===== config.mk =====
export PLATFORM = sky130hd
export DESIGN_NAME = pc_sequencer
export DESIGN_NICKNAME = d
export VERILOG_FILES = /design/src/rtl/seq_pkg.sv /design/src/rtl/pc_next.sv /design/src/rtl/pc_sequencer.sv
export SDC_FILE = /design/constraint.sdc
export NUM_CORES = 1
export LEC_CHECK = 0
export ABC_CLOCK_PERIOD_IN_PS = 3640
export BUFFER_PORTS_ARGS = -buffer_cell sky130_fd_sc_hd__buf_2
export CORE_AREA = 4 4 56 58
export DETAILED_ROUTE_END_ITERATION = 7
export DIE_AREA = 0 0 60 62
export PLACE_DENSITY = 0.75
export SLEW_MARGIN = 10
export SYNTH_ARGS = -nofsm -noshare
export SYNTH_HDL_FRONTEND = slang
export SYNTH_SLANG_ARGS = --single-unit

===== constraint.sdc =====
create_clock -name CLK -period 3.64 [get_ports CLK]
set_clock_uncertainty 0.2 [all_clocks]
set_input_delay 0.728 -clock CLK [delete_from_list [all_inputs] [get_ports CLK]]
set_output_delay 0.728 -clock CLK [all_outputs]
set_load 0.05 [all_outputs]

===== src/rtl/seq_pkg.sv =====
// Shared constants for the program sequencer: control-flow opcodes, HALT encoding, FSM states.
package seq_pkg;

  localparam logic [3:0]  OP_BEQ     = 4'b1000;
  localparam logic [3:0]  OP_BNE     = 4'b1001;
  localparam logic [3:0]  OP_BGEZ    = 4'b1010;
  localparam logic [3:0]  OP_BLTZ    = 4'b1011;

  localparam logic [15:0] INSTR_HALT = 16'h0001;

  localparam logic [1:0]  ST_IDLE    = 2'd0;
  localparam logic [1:0]  ST_RUN     = 2'd1;
  localparam logic [1:0]  ST_STEP    = 2'd2;
  localparam logic [1:0]  ST_HALT    = 2'd3;

endpackage


===== src/rtl/pc_next.sv =====
// Branch resolution and next-PC computation for the fetched instruction (purely combinational).
module pc_next
  import seq_pkg::*;
#(
  parameter int unsigned PC_W = 8,
  parameter int unsigned IW   = 16
) (
  input  logic [PC_W-1:0] PC,
  input  logic [IW-1:0]   INSTR,
  input  logic            RS_EQ_RT,
  input  logic            RS_NEG,
  output logic [PC_W-1:0] NEXT_PC,
  output logic            BR_TAKEN
);

  logic [3:0]      op;
  logic [PC_W-1:0] pc_plus2;
  logic [PC_W-1:0] offset;
  logic [PC_W-1:0] sum;
  logic            unused_bits;

  assign op          = INSTR[15:12];
  assign unused_bits = ^INSTR[11:6];

  always_comb begin
    BR_TAKEN = 1'b0;
    case (op)
      OP_BEQ:  BR_TAKEN = RS_EQ_RT;
      OP_BNE:  BR_TAKEN = !RS_EQ_RT;
      OP_BGEZ: BR_TAKEN = !RS_NEG;
      OP_BLTZ: BR_TAKEN = RS_NEG;
      default: BR_TAKEN = 1'b0;
    endcase
  end

  // Sign-extended imm6 scaled to a byte offset (<< 1); sums wrap modulo 2^PC_W.
  assign offset   = {{(PC_W-6){INSTR[5]}}, INSTR[4:0], 1'b0};
  assign pc_plus2 = PC + PC_W'(2);
  assign sum      = pc_plus2 + (BR_TAKEN ? offset : '0);
  assign NEXT_PC  = sum & {{(PC_W-1){1'b1}}, 1'b0};

endmodule


===== src/rtl/pc_sequencer.sv =====
// Program sequencer: PC register, run/step/halt FSM, COMMIT gating.
// Optional retired-instruction counter enabled by `define PC_SEQ_RETIRE_CNT_EN.
module pc_sequencer
  import seq_pkg::*;
#(
  parameter int unsigned     PC_W     = 8,
  parameter int unsigned     IW       = 16,
  parameter logic [PC_W-1:0] RESET_PC = PC_W'(8'h00)
) (
  input  logic            CLK,
  input  logic            RESET,
  input  logic [IW-1:0]   INSTR,
  input  logic            RS_EQ_RT,
  input  logic            RS_NEG,
  input  logic            START,
  input  logic            PAUSE,
  input  logic            STEP,
  output logic [PC_W-1:0] PC,
  output logic            COMMIT,
  output logic            BR_TAKEN,
  output logic            HALTED,
  output logic [1:0]      STATE
`ifdef PC_SEQ_RETIRE_CNT_EN
  ,
  output logic [15:0]     RETIRED
`endif
);

  logic [1:0]      state_d;
  logic [PC_W-1:0] pc_d;
  logic [PC_W-1:0] next_pc;
  logic            taken;
  logic            step_q;
  logic            step_edge;
  logic            is_halt;

  pc_next #(
    .PC_W (PC_W),
    .IW   (IW)
  ) u_pc_next (
    .PC       (PC),
    .INSTR    (INSTR),
    .RS_EQ_RT (RS_EQ_RT),
    .RS_NEG   (RS_NEG),
    .NEXT_PC  (next_pc),
    .BR_TAKEN (taken)
  );

  assign is_halt   = (INSTR == IW'(INSTR_HALT));
  assign step_edge = STEP & ~step_q;

  // Nothing commits while reset is asserted, whatever state the FSM is in.
  assign COMMIT   = !RESET && ((STATE == ST_RUN) || (STATE == ST_STEP)) && !is_halt;
  assign BR_TAKEN = COMMIT && taken;

  // Next-state and next-PC selection.
  always_comb begin
    state_d = STATE;
    pc_d    = PC;
    case (STATE)
      ST_IDLE: begin
        if (START)          state_d = ST_RUN;
        else if (step_edge) state_d = ST_STEP;
      end
      ST_RUN: begin
        if (is_halt) begin
          state_d = ST_HALT;
        end else begin
          pc_d = next_pc;
          if (PAUSE) state_d = ST_IDLE;
        end
      end
      ST_STEP: begin
        if (is_halt) begin
          state_d = ST_HALT;
        end else begin
          pc_d    = next_pc;
          state_d = ST_IDLE;
        end
      end
      default: state_d = ST_HALT;
    endcase
  end

  always_ff @(posedge CLK) begin
    if (RESET) begin
      PC     <= {RESET_PC[PC_W-1:1], 1'b0};
      STATE  <= ST_IDLE;
      HALTED <= 1'b0;
      step_q <= 1'b0;
    end else begin
      PC     <= pc_d;
      STATE  <= state_d;
      HALTED <= (state_d == ST_HALT);
      step_q <= STEP;
    end
  end

`ifdef PC_SEQ_RETIRE_CNT_EN
  // Saturating count of committed instructions.
  always_ff @(posedge CLK) begin
    if (RESET)                        RETIRED <= 16'h0000;
    else if (COMMIT && RETIRED != '1) RETIRED <= RETIRED + 16'd1;
  end
`endif

endmodule

After elaboration in Yosys (flattened, before gate mapping)
Cells that the tools add are included.

word-level totals
  register bits = 11
  output and inout bits = 13
  logic and storage cells = 36

cells by class
  add/sub/neg operators = 2
  equal/unequal tests = 8
  mux-type cells = 8
  bitwise logic cells = 3
  reductions and logical operators = 11

operator list
  kind                   number
  $eq A16 B1 Y1 const B  1
  $eq A4 B4 Y1 const B   4
  $mux W2                5
  $add A8 B2 Y8 const B  1
  $add A8 B8 Y8          1
  $mux W8                1
  $pmux W2 S3            1
  $eq A2 B2 Y1 const B   2
  $logic_not A1 Y1       4
  $pmux W1 S4            1
  $logic_and A1 B1 Y1    3
  $eq A2 B1 Y1 const B   1
  $logic_not A2 Y1       1
  $not A1 Y1             2
  $reduce_and A2 Y1      1
  $reduce_or A2 Y1       1
  $and A1 B1 Y1          1
  $logic_or A1 B1 Y1     1

Logic depth before layout (Yosys ltp)
Gate-level depths: netlist of run 1.

  depth after elaboration = 6
  depth in mapped cells = 13

By module
A second synthesis of run 1 with hierarchy kept.

unflattened totals
  cell total of the unflattened synthesis = 110
  area total of the unflattened synthesis = 1007.2 µm²

modules (own cells, without submodules)
  module        instances  cells each  area each (µm²)  seq. area each (µm²)
  pc_sequencer  1          62          601.8            240.2
  pc_next       1          48          405.4            0.0

Worst setup path after synthesis of run 1
Ideal clock, no wire load.

  path kind = flip-flop to output port
  from = register STATE[1]
  to = output port BR_TAKEN
  arrival = 2679 ps
  required time = 2712 ps
  path slack = 33 ps
  stages on the path, launching flop included = 7
  buffers on the path = 1
  cells stage by stage = dfxtp_1 > inv_1 > ha_1 > nor2b_1 > buf_4 > nor2b_1 > and2_1

between the ends
  cells in the longest elaborated chain, start to end = 5

ends and longest elaborated chain
  item                                                 RTL line            text
  from (decl)                                          pc_sequencer.sv:22  output logic [1:0] STATE
  from (signal assigned)                               pc_sequencer.sv:93  STATE <= state_d;
  $eq A2 B1 Y1 / $eq A2 B2 Y1 (equally long branches)  pc_sequencer.sv:53  assign COMMIT = !RESET && ((STATE == ST_RUN) || (STATE == ST_STEP)) && !is_halt;
  $logic_or A1 B1 Y1 (*)                               pc_sequencer.sv:53
  $logic_and A1 B1 Y1 (*) (2 in series)                pc_sequencer.sv:53
  via COMMIT                                           pc_sequencer.sv:19  output logic COMMIT,
  $logic_and A1 B1 Y1 (*)                              pc_sequencer.sv:54  assign BR_TAKEN = COMMIT && taken;
  to (decl)                                            pc_sequencer.sv:20  output logic BR_TAKEN,

Mark *: on every way through the listed nets, which the timed path passes. The rest lies on a longest branch.

Worst setup path after layout of run 1
  from = input port INSTR[13]
  to = register PC[7]

between the ends
  cells in the longest elaborated chain, start to end = 4

ends and longest elaborated chain
  item                  RTL line            text
  from (decl)           pc_sequencer.sv:12  input logic [IW-1:0] INSTR,
  $eq A4 B4 Y1          pc_next.sv:27       case (op)
  $pmux W1 S4           pc_next.sv:27
  $mux W8               pc_next.sv:39       assign sum = pc_plus2 + (BR_TAKEN ? offset : '0);
  $add A8 B8 Y8         pc_next.sv:39
  to (signal assigned)  pc_sequencer.sv:87  PC <= {RESET_PC[PC_W-1:1], 1'b0};
  to (signal assigned)  pc_sequencer.sv:92  PC <= pc_d;
  to (decl)             pc_sequencer.sv:18  output logic [PC_W-1:0] PC,

Several ways; a longest one is shown, not always the timed one.
A chain may end at the register's enable or synchronous reset.

==> summary.md, run 1 <==
| Metric | Value |
|---|---|
| Status | complete, no violations |
| Global Route Usage Sum | 12.7% |
| Proportion of synthesized area in mux cells | 5.50% |
| Final Util | 45.2% |
| Area growth from synthesis to layout | 29.0% |
| Routed vias | slightly above 900 |
| Nets@finish | 188 |
| CP Capture Type | flip-flop |
| Syn avg cell area | 8.72 um2 |
| Initial antenna violation count | 0 |
| Xor-xnor portion of the synthesized cell area | roughly 2.8% |
| HP Class | flip-flop to flip-flop |
| Footprint of the multi-input gates | 681 um2 |
| Critical path type | primary input to flip-flop |
| Post-Syn Area | 933 um2 |
| Max incr delay on CP | 0.34 ns |
| Cells along the critical path | buf_2, nor2b_4, o21ai_0, nor4bb_2, buf_4, and2_1, ha_1, ha_1, a211oi_1, o21bai_1, a21oi_1, o21ai_0, a21boi_1, mux2_1 |
| First-pass GRT wire length | 3.67 mm |
| Count of final setup violators | 0 |
| Syn nets | ~150 |
| Crit path buf inv count | 2 |
| Synth top area cells | dfxtp_1 (24%), ha_1 (20%), a21oi_1 (5.9%) |
| GRT overflow | 0 |
| Synth Area in Adders | 22.3% |
| Reg-to-Reg Start | PC[3] |
| Worst skew pair latency | between 0.2 and 0.3 ns |
| Post-DP HPWL | 1.97 mm |
| WL final | ~2.3 mm |
| R2R setup slack | 1.18 ns |
| Clock buffer depth | 2 |
| CTS Sinks | 11 |
| Yosys warnings | 0 |
| Critical R2R Capture | PC[7] |
| Area leader, netlist | dfxtp_1 |
| Initial Util | between 30% and 40% |
| Period utilization | 96.3% |
| Post-cts sizing count | 0 |
| Pwr Density | 302 nW/um2 |
| Root Driver | clkbuf_4 |
| R2r worst-path depth | 8 |
| Vias/cell | 5.15 |
| Post-route DRC | 0 |
| FF+latch area | 220 um2 |
| Share of cells above drive strength 1 | between 30% and 40% |
| Critical Path RT | 3.59 ns |
| Largest family of logic cells by synthesized area | simple AND/OR/NAND/NOR gates |
| Post-placement cell area | about 1200 um2 |
| Hold Fails Final Rpt | 0 |
| Worst-path fanout max | 6 |
| Top delay family on crit path | compound AO/OA/AOI/OAI gates |
| Max Cap Violations | 0 |
| Asr flop ratio synth | 0% |
| N_diodes | 0 |
| Worst vdd ir | about 180 uV |
| Wirelength per Cell | 12.9 um |
| Vias in the first global route | 909 |
| Worst Setup SP | INSTR[13] |
| Simple-gate portion of the synthesized area | 25.9% |
| CP Capture Point | PC[7] |
| Complex-gate fraction of the synthesized area | 15.1% |
| Fmax achieved | approximately 0.29 GHz |
| Sequential share of the synthesized area | 23.6% |
| Port Buffers | 34 |
| H-tree levels | 1 |
| CTS tree | yes |
| Die W | ~60 um |
| Synth top area share | 23.6% |
| Total leakage power | 0.636 nW |
| Final Max Slew Viols | 0 |
| Postcts setup bufs | 0 |
| Die area | 3720 um2 |
| Largest net degree at the start of global routing | 14 |
| Number of flops mapped to enable cells by yosys | 0 |
| Fillers | 267 |
| Num CTS Buffers | 3 |
| Die H | approximately 62 um |
| # hold bufs at CTS | 0 |
| Worst path slowest cell | mux2_1 |
| Seq cells post-synth | 11 |
| DRT Pass-1 Iters | 4 |
| Arr. time, crit path | 3.46 ns |
| CTS clk-pin slew, worst paths | 0.07 ns |
| WP depth | 14 |
| Core ar. | 2660 um2 |
| Detail Route Antenna Nets | 0 |
| DR iter-0 viols | 50 |
| Top FF cell, synth | dfxtp_1 |
| Design area | roughly 1200 um2 |
| CP Launch Type | primary input |
| GP Congestion | 0.797 |
| Netlist cell types | 33 |
| Post-Synthesis Cells | around 110 |
| Io pins | 36 |
| Shortest period the worst path allows | 3.50 ns |
| FP Rows | 19 |
## per-layer routing
metal  vias to the layer above  GRT usage [%]  wire length [um]
met5                         -              0                 0
li1                        464              -                 -
met4                         0           3.80                12
met2                        26           25.5              1280
met3                         2           2.27               162
met1                       430           13.3               847
## where the power goes
group	switching (mW)	leakage (nW)	internal (mW)
clock network	0.0398	0.0150	0.0423
registers	0.00794	0.0899	0.130
logic	0.0880	0.531	0.0556
## worst min-delay path, cell delays in order (launching register included)
cell and delay (ns):
dfxtp_1 0.32, nor2_1 0.10, a211oi_1 0.05
## logic make-up (layout without fill, tap and decap cells)
logic type      Yosys count  count (layout)
fa+ha+maj                16              16
simple gates             38              38
mux                       5               5
xor+xnor                  3               3
other cells               1               1
flops                    11              11
compound gates           24              24
buf+inv                   9              50
## cells in the mapped netlist, drive strengths merged (2+ instances only)
cell    number
xnor2        3
a21oi       11
a211oi       4
nor4         3
mux2i        4
dfxtp       11
or3          2
o21ai        4
and2         5
inv          6
nor2b        8
buf          2
nor2        10
nand2        2
a21o         2
ha          15
## flip-flops by register name, summed over array words and instances (netlist names)
register / flops
STATE: 2
PC: 7
step_q: 1
HALTED: 1
## cell type report
cell class,count,area share [%]
Multi-Input combinational cell,87,56.5
Sequential cell,11,18.3
Timing Repair Buffer,40,17.9
Tap cell,31,3.22
Clock buffer,4,2.18
Inverter,6,1.87
## worst min path at each step
| stage | slack, ns | to | cells past startpoint | from |
|---|---|---|---|---|
| 2_1_floorplan | 0.45 | STATE[1] | 4 | step_q |
| 3_3_place_gp | 0.30 | PC[1] | 2 | PC[1] |
| 3_5_place_dp | 0.30 | PC[1] | 2 | PC[1] |
| 4_1_cts | 0.31 | PC[1] | 2 | PC[1] |
| 5_1_grt | 0.37 | PC[4] | 2 | PC[4] |
| 6_report | 0.31 | PC[1] | 2 | PC[1] |
## layout by cell type, fill, tap and decap left out, types with 2 or more instances in the layout
cell type and instances:
ha_1 15, a21o_1 2, nor2b_1 6, inv_1 6, nand2_1 2, nor4_1 3, mux2i_1 4, a211oi_1 4
o21ai_0 4, clkbuf_4 3, and2_1 5, xnor2_1 3, a21oi_1 11, buf_4 6, dfxtp_1 11, nor2_1 10
buf_2 34
## through the flow
stage	TNS, ns	hold WS (ns)	power [mW]	std cells	setup WS, ns
6_report	0	0.310	0.363	179	0.136
3_5_place_dp	-0.180	0.305	0.283	175	-0.180
2_1_floorplan	0	0.447	0.239	107	0.0335
3_3_place_gp	0	0.303	0.278	175	0.0274
5_1_grt	-0.00617	0.367	0.390	179	-0.00617
4_1_cts	0	0.315	0.367	179	0.0895
No activity file was read; power rests on OpenSTA's default activity.
==> run 2, diff against run 1 <==
Settings changed: ABC_CLOCK_PERIOD_IN_PS 3640 to 3600, PLACE_DENSITY 0.75 to 0.73.
Clock period 3.64 ns to 3.6 ns, I/O delays scaled along.
==> run 2 against run 1 <==
Against the previous run:
- global-route usage rose by 0.36 points
- critical path depth is the same
- non-clock buffer count decreased by 2
- routed wire length increased by 0.17%
- clock power up 5.8%
- combinational power hardly changed
- largest power group unchanged
==> summary.md, run 2 (same netlist as run 1, synthesis figures left out) <==
| Metric | Value |
|---|---|
| Post-route DRC | 0 (unchanged) |
| Share of cells above drive strength 1 | 31.5% (-1.6 points) |
| GRT busiest layer | met2 |
| Worst vdd ir | 284 uV (+62%) |
| Post-cts sizing count | 0 (unchanged) |
| Worst hold slack | 0.314 ns (+0.00440 ns) |
| Post-DP HPWL | 1.90 mm (-3.2%) |
| Max FFs per register | 7 (unchanged) |
| Fillers | 280 (+4.9%) |
| Count of final setup violators | 0 (unchanged) |
| Period utilization | between 90% and 100% |
| Initial antenna violation count | 0 (unchanged) |
| DRT Pass-1 Iters | 4 (unchanged) |
| FF+latch area | 220 um2 (unchanged) |
| Vias/cell | 5.16 (+0.14%) |
| Total leakage power | 0.625 nW (-1.7%) |
| WL final | 2.31 mm (+0.17%) |
| Largest net degree at the start of global routing | 14 (unchanged) |
| Die H | 62 um (unchanged) |
| Fmax achieved | 0.292 GHz |
| Post-place setup slack | -0.125 ns (+0.0551 ns) |
| Vias in the first global route | 819 (-9.9%) |
| M3 GR Usage | 5.17% (+2.9 points) |
| Postcts setup bufs | 0 (unchanged) |
| Critical Path RT | 3.56 ns (-0.03 ns) |
| FP Rows | 19 (unchanged) |
| Die area | 3720 um2 (unchanged) |
| CP Capture Type | flip-flop |
| Critical path type | primary input to flip-flop |
| Shortest period the worst path allows | about 3.4 ns |
| Status | complete, no violations |
| R2r worst-path depth | 8 (unchanged) |
| Leading cell types in the layout, fill and taps excluded | buf_2 (34), ha_1 (15), dfxtp_1 (11), a21oi_1 (11), nor2_1 (10) |
| Pwr Density | 311 nW/um2 (+3.1%) |
| Arr. time, crit path | 3.39 ns (-0.07 ns) |
| Root Driver | clkbuf_4 |
| Slew at the pin closest to its max-slew limit | between 0.8 and 0.9 ns |
| Commonest non-fill, non-tap cell in the layout | buf_2 |
| CP Launch Type | primary input |
| Reg with most FFs | PC |
| Clock buffer depth | 2 (unchanged) |
| Port Buffers | 34 (unchanged) |
| Setup slack after layout | 0.178 ns (+0.0422 ns) |
| Worst-path fanout max | 6 (unchanged) |
| # hold bufs at CTS | 0 (unchanged) |
| HP Class | flip-flop to flip-flop |
| Routed vias | 913 (-0.98%) |
| Detail Route Antenna Nets | 0 (unchanged) |
| N_diodes | 0 (unchanged) |
| Worst hold stages | 2 (unchanged) |
| CTS Sinks | 11 (unchanged) |
| Io pins | 36 (unchanged) |
| Final Max Slew Viols | 0 (unchanged) |
| Wirelength per Cell | 13.0 um (+1.3%) |
| CTS clk-pin slew, worst paths | 0.07 ns (about the same) |
| Met1 Resource Use GR | 14.5% (+1.2 points) |
| Die W | 60 um (unchanged) |
| Worst skew pair latency | 0.28 ns (+0.02 ns) |
| Global Route Usage Sum | 13.1% (+0.36 points) |
| GP Congestion | 0.870 (+9.2%) |
| Area growth from synthesis to layout | 26.7% |
| Max Cap Violations | 0 (unchanged) |
| Num CTS Buffers | 3 (unchanged) |
| Slew headroom | 42.6% |
| GRT overflow | 0 (unchanged) |
| Met2 usage | 23.1% (-2.3 points) |
| Initial Util | 35.1% (unchanged) |
| First-pass GRT wire length | 3.57 mm (-2.6%) |
| Nets@finish | 186 (-1.1%) |
| H-tree levels | 1 (unchanged) |
| Hold Fails Final Rpt | 0 (unchanged) |
| Biggest regs | PC (7), STATE (2) |
| CTS tree | yes |
| Footprint of the multi-input gates | 674 um2 (-0.92%) |
| DR iter-0 viols | 24 (-52%) |
| Core ar. | 2660 um2 (unchanged) |
run 2: cell count changes in the layout (fill, tap and decap cells not counted):
cell      before  now
nor4bb_2       1    0
nor4bb_1       0    1
buf_4          6    4
run 2: power by group:
group / switching, mW / leakage, nW / total (mW) / internal (mW)
clock network: 0.0438 / 0.0150 / 0.0869 / 0.0430
registers: 0.00833 / 0.0899 / 0.140 / 0.131
logic: 0.0882 / 0.520 / 0.142 / 0.0533
run 2: area by class of cell:
class                           instances  area share [%]
Multi-Input combinational cell         87            57.0
Sequential cell                        11            18.6
Timing Repair Buffer                   38            16.9
Tap cell                               31            3.28
Clock buffer                            4            2.22
Inverter                                6            1.90
run 2: final timing paths:
kind,from,to,slack [ns]
worst max register to register,PC[3],PC[7],1.19
worst min register to register,PC[1],PC[1],0.31
worst max-delay path,RS_EQ_RT,PC[7],0.18
worst min-delay path,PC[1],PC[1],0.31
run 2: metrics by stage:
stage / TNS, ns / std cells / power (mW) / area [um2] / utilization [%]
2_1_floorplan: 0 / 107 / 0.241 / 933 / -
3_3_place_gp: 0 / 173 / 0.278 / 1150 / 43.3
3_5_place_dp: -0.125 / 173 / 0.284 / 1150 / 43.3
4_1_cts: 0 / 177 / 0.375 / 1180 / 44.3
5_1_grt: -0.00908 / 177 / 0.394 / 1180 / 44.4
6_report: 0 / 177 / 0.368 / 1180 / 44.4
run 2: worst max-delay path, stage by stage:
cell and delay [ns]:
buf_2 0.10, nor2b_2 0.16, o21ai_0 0.12, nor4bb_1 0.29, buf_4 0.18, and2_1 0.12
ha_1 0.24, ha_1 0.32, a211oi_1 0.22, o21bai_1 0.10, a21oi_1 0.19, o21ai_0 0.11
a21boi_1 0.17, mux2_1 0.33
run 2: per-layer routing:
metal,vias to the layer above,share of wire (%)
met5,-,0
met2,25,52
li1,460,-
met3,4,6.4
met4,0,0.95
met1,424,40
==> run 3, diff against run 2 <==
Settings changed: BUFFER_PORTS_ARGS -buffer_cell sky130_fd_sc_hd__buf_2 to not set, DONT_BUFFER_PORTS set to 1, PLACE_DENSITY 0.73 to 0.61.
==> run 3 against run 2 <==
Against the previous run:
- worst setup slack better by 0.11 ns
- register-to-register slack got worse by 0.36 ns
- via count is 15% lower
- critical path depth decreased by 1
- worst hold slack got worse by 0.0041 ns
- critical path type unchanged
- critical endpoint unchanged
- largest power group is now sequential cells
==> summary.md, run 3 (same netlist as run 1, synthesis figures left out) <==
| Metric | Value |
|---|---|
| Post-cts sizing count | 0 (unchanged) |
| Nets@finish | 155 (-17%) |
| Num CTS Buffers | 3 (unchanged) |
| WL final | 2.05 mm (-11%) |
| # hold bufs at CTS | 0 (unchanged) |
| Arr. time, crit path | 3.27 ns (-0.12 ns) |
| Vias in the first global route | 770 (-6.0%) |
| Die W | 60 um (unchanged) |
| Post-DP HPWL | 1.72 mm (-9.5%) |
| HP Class | primary input to flip-flop |
| Worst-path fanout max | 6 (unchanged) |
| Setup slack after layout | 0.287 ns (+0.109 ns) |
| Post-route DRC | 0 (unchanged) |
| R2r worst-path depth | 8 (unchanged) |
| Setup TNS | 0 ns (unchanged) |
| CTS tree | yes |
| Reg with most FFs | PC |
| Critical R2R Capture | PC[7] |
| Global Route Usage Sum | 11.9% (-1.1 points) |
| Critical path type | primary input to flip-flop |
| Postcts setup bufs | 0 (unchanged) |
| First-pass GRT wire length | 3.32 mm (-7.2%) |
| CP Capture Point | PC[7] |
| Die H | 62 um (unchanged) |
| Status | complete, no violations |
| Max Cap Violations | 0 (unchanged) |
| Slew headroom | 44.7% (+2.0 points) |
| Initial antenna violation count | 0 (unchanged) |
| CTS clk-pin slew, worst paths | 0.07 ns (about the same) |
| Worst Setup SP | RS_EQ_RT |
| Worst vdd ir | 225 uV (-21%) |
| R2R setup slack | 0.83 ns (-0.36 ns) |
| Worst skew pair latency | 0.27 ns (about the same) |
| Total leakage power | 0.492 nW (-21%) |
| Root Driver | clkbuf_4 |
| DRT Pass-1 Iters | 3 (-1) |
| CP Launch Type | primary input |
| Critical Path RT | 3.56 ns (about the same) |
| Post-place setup slack | 0.00415 ns (+0.129 ns) |
| CP Capture Type | flip-flop |
| Io pins | 36 (unchanged) |
| Wirelength per Cell | 14.0 um (+7.9%) |
| Fmax achieved | 0.302 GHz (+3.3%) |
| GP Congestion | 0.812 (-6.7%) |
| N_diodes | 0 (unchanged) |
| Highest routed layer | met3 |
| Final Max Slew Viols | 0 (unchanged) |
| Hold Fails Final Rpt | 0 (unchanged) |
| Leading cell types in the layout, fill and taps excluded | ha_1 (15), dfxtp_1 (11), a21oi_1 (11) |
| Finished Layout Cells | 146 (-18%) |
| Area growth from synthesis to layout | 11.9% |
| Design area | 1040 um2 (-12%) |
| Largest net degree at the start of global routing | 14 (unchanged) |
| FP Rows | 19 (unchanged) |
| Shortest period the worst path allows | 3.31 ns (-0.109 ns) |
| Detail Route Antenna Nets | 0 (unchanged) |
| Share of cells above drive strength 1 | 12.2% (-19 points) |
| WL met3 | 187 um (+27%) |
| Clock buffer depth | 2 (unchanged) |
| Die area | 3720 um2 (unchanged) |
| Reg-to-Reg Start | PC[5] |
| Final Util | 39.2% (-5.2 points) |
| Slew at the pin closest to its max-slew limit | 0.828 ns (-0.0306 ns) |
| Post-placement cell area | 1020 um2 (-12%) |
| Commonest non-fill, non-tap cell in the layout | ha_1 |
| Core ar. | 2660 um2 (unchanged) |
| Met2 routed WL | 1.04 mm (-14%) |
| Initial Util | 35.1% (unchanged) |
| Count of final setup violators | 0 (unchanged) |
| Port Buffers | 0 (-100%) |
| Vias/cell | 5.34 (+3.6%) |
| Max FFs per register | 7 (unchanged) |
| Period utilization | 92.0% (-3.0 points) |
| Pwr Density | 329 nW/um2 (+5.6%) |
| CTS Sinks | 11 (unchanged) |
| GRT overflow | 0 (unchanged) |
| Wl on met1 | 824 um (-11%) |
| Dpl cells | 142 (-18%) |
| Routed vias | 780 (-15%) |
| RSZ-0062 raised after global routing | no |
| DR iter-0 viols | 16 (-33%) |
| H-tree levels | 1 (unchanged) |
| Biggest regs | PC (7), STATE (2) |
[run 3: cell count changes in the layout (fill, tap and decap cells not counted)]
cell     delta
nor2b_2     -1
buf_2      -34
buf_12      +1
buf_4       +2
nor2b_1     +1
[run 3: worst min path at each step]
stage | slack [ns] | from | end | cells past startpoint
final | 0.31 | RESET | STATE[1] | 1
after floorplan | 0.45 | step_q | STATE[1] | 4
after detailed placement | 0.50 | STATE[1] | STATE[1] | 4
after global placement | 0.48 | STATE[1] | STATE[1] | 4
after global routing | 0.28 | RESET | PC[6] | 1
after CTS | 0.30 | RESET | STATE[0] | 1
[run 3: where the power goes]
part,internal [mW],switching [mW],total [mW]
sequential,0.131,0.0290,0.160
clock,0.0429,0.0432,0.0861
combinational,0.0414,0.0557,0.0971
[run 3: worst max-delay path: stages]
cell	delay, ns
nor2b_1	0.22
nor3_1	0.07
nor4bb_1	0.26
buf_4	0.18
and2_1	0.13
ha_1	0.22
ha_1	0.32
o21ai_0	0.10
o21bai_1	0.14
a21oi_1	0.10
or3_1	0.31
a21boi_1	0.16
mux2_1	0.33
[run 3: metal layers]
metal | vias up | GRT usage [%]
li1 | 396 | -
met1 | 362 | 13.3
met2 | 22 | 21.5
met3 | 0 | 5.17
met4 | 0 | 1.90
met5 | - | 0
[run 3: area by class of cell]
type | count | area [um2]
fill | 288 | 1620
multi-input combinational | 87 | 672
sequential | 11 | 220
timing repair buffer | 7 | 65.1
tap | 31 | 38.8
clock buffer | 4 | 26.3
inverter | 6 | 22.5
[run 3: metrics by stage]
step	power, mW	hold WS [ns]
2_1_floorplan	0.241	0.447
3_3_place_gp	0.259	0.481
3_5_place_dp	0.261	0.496
4_1_cts	0.351	0.298
5_1_grt	0.373	0.280
6_report	0.343	0.310
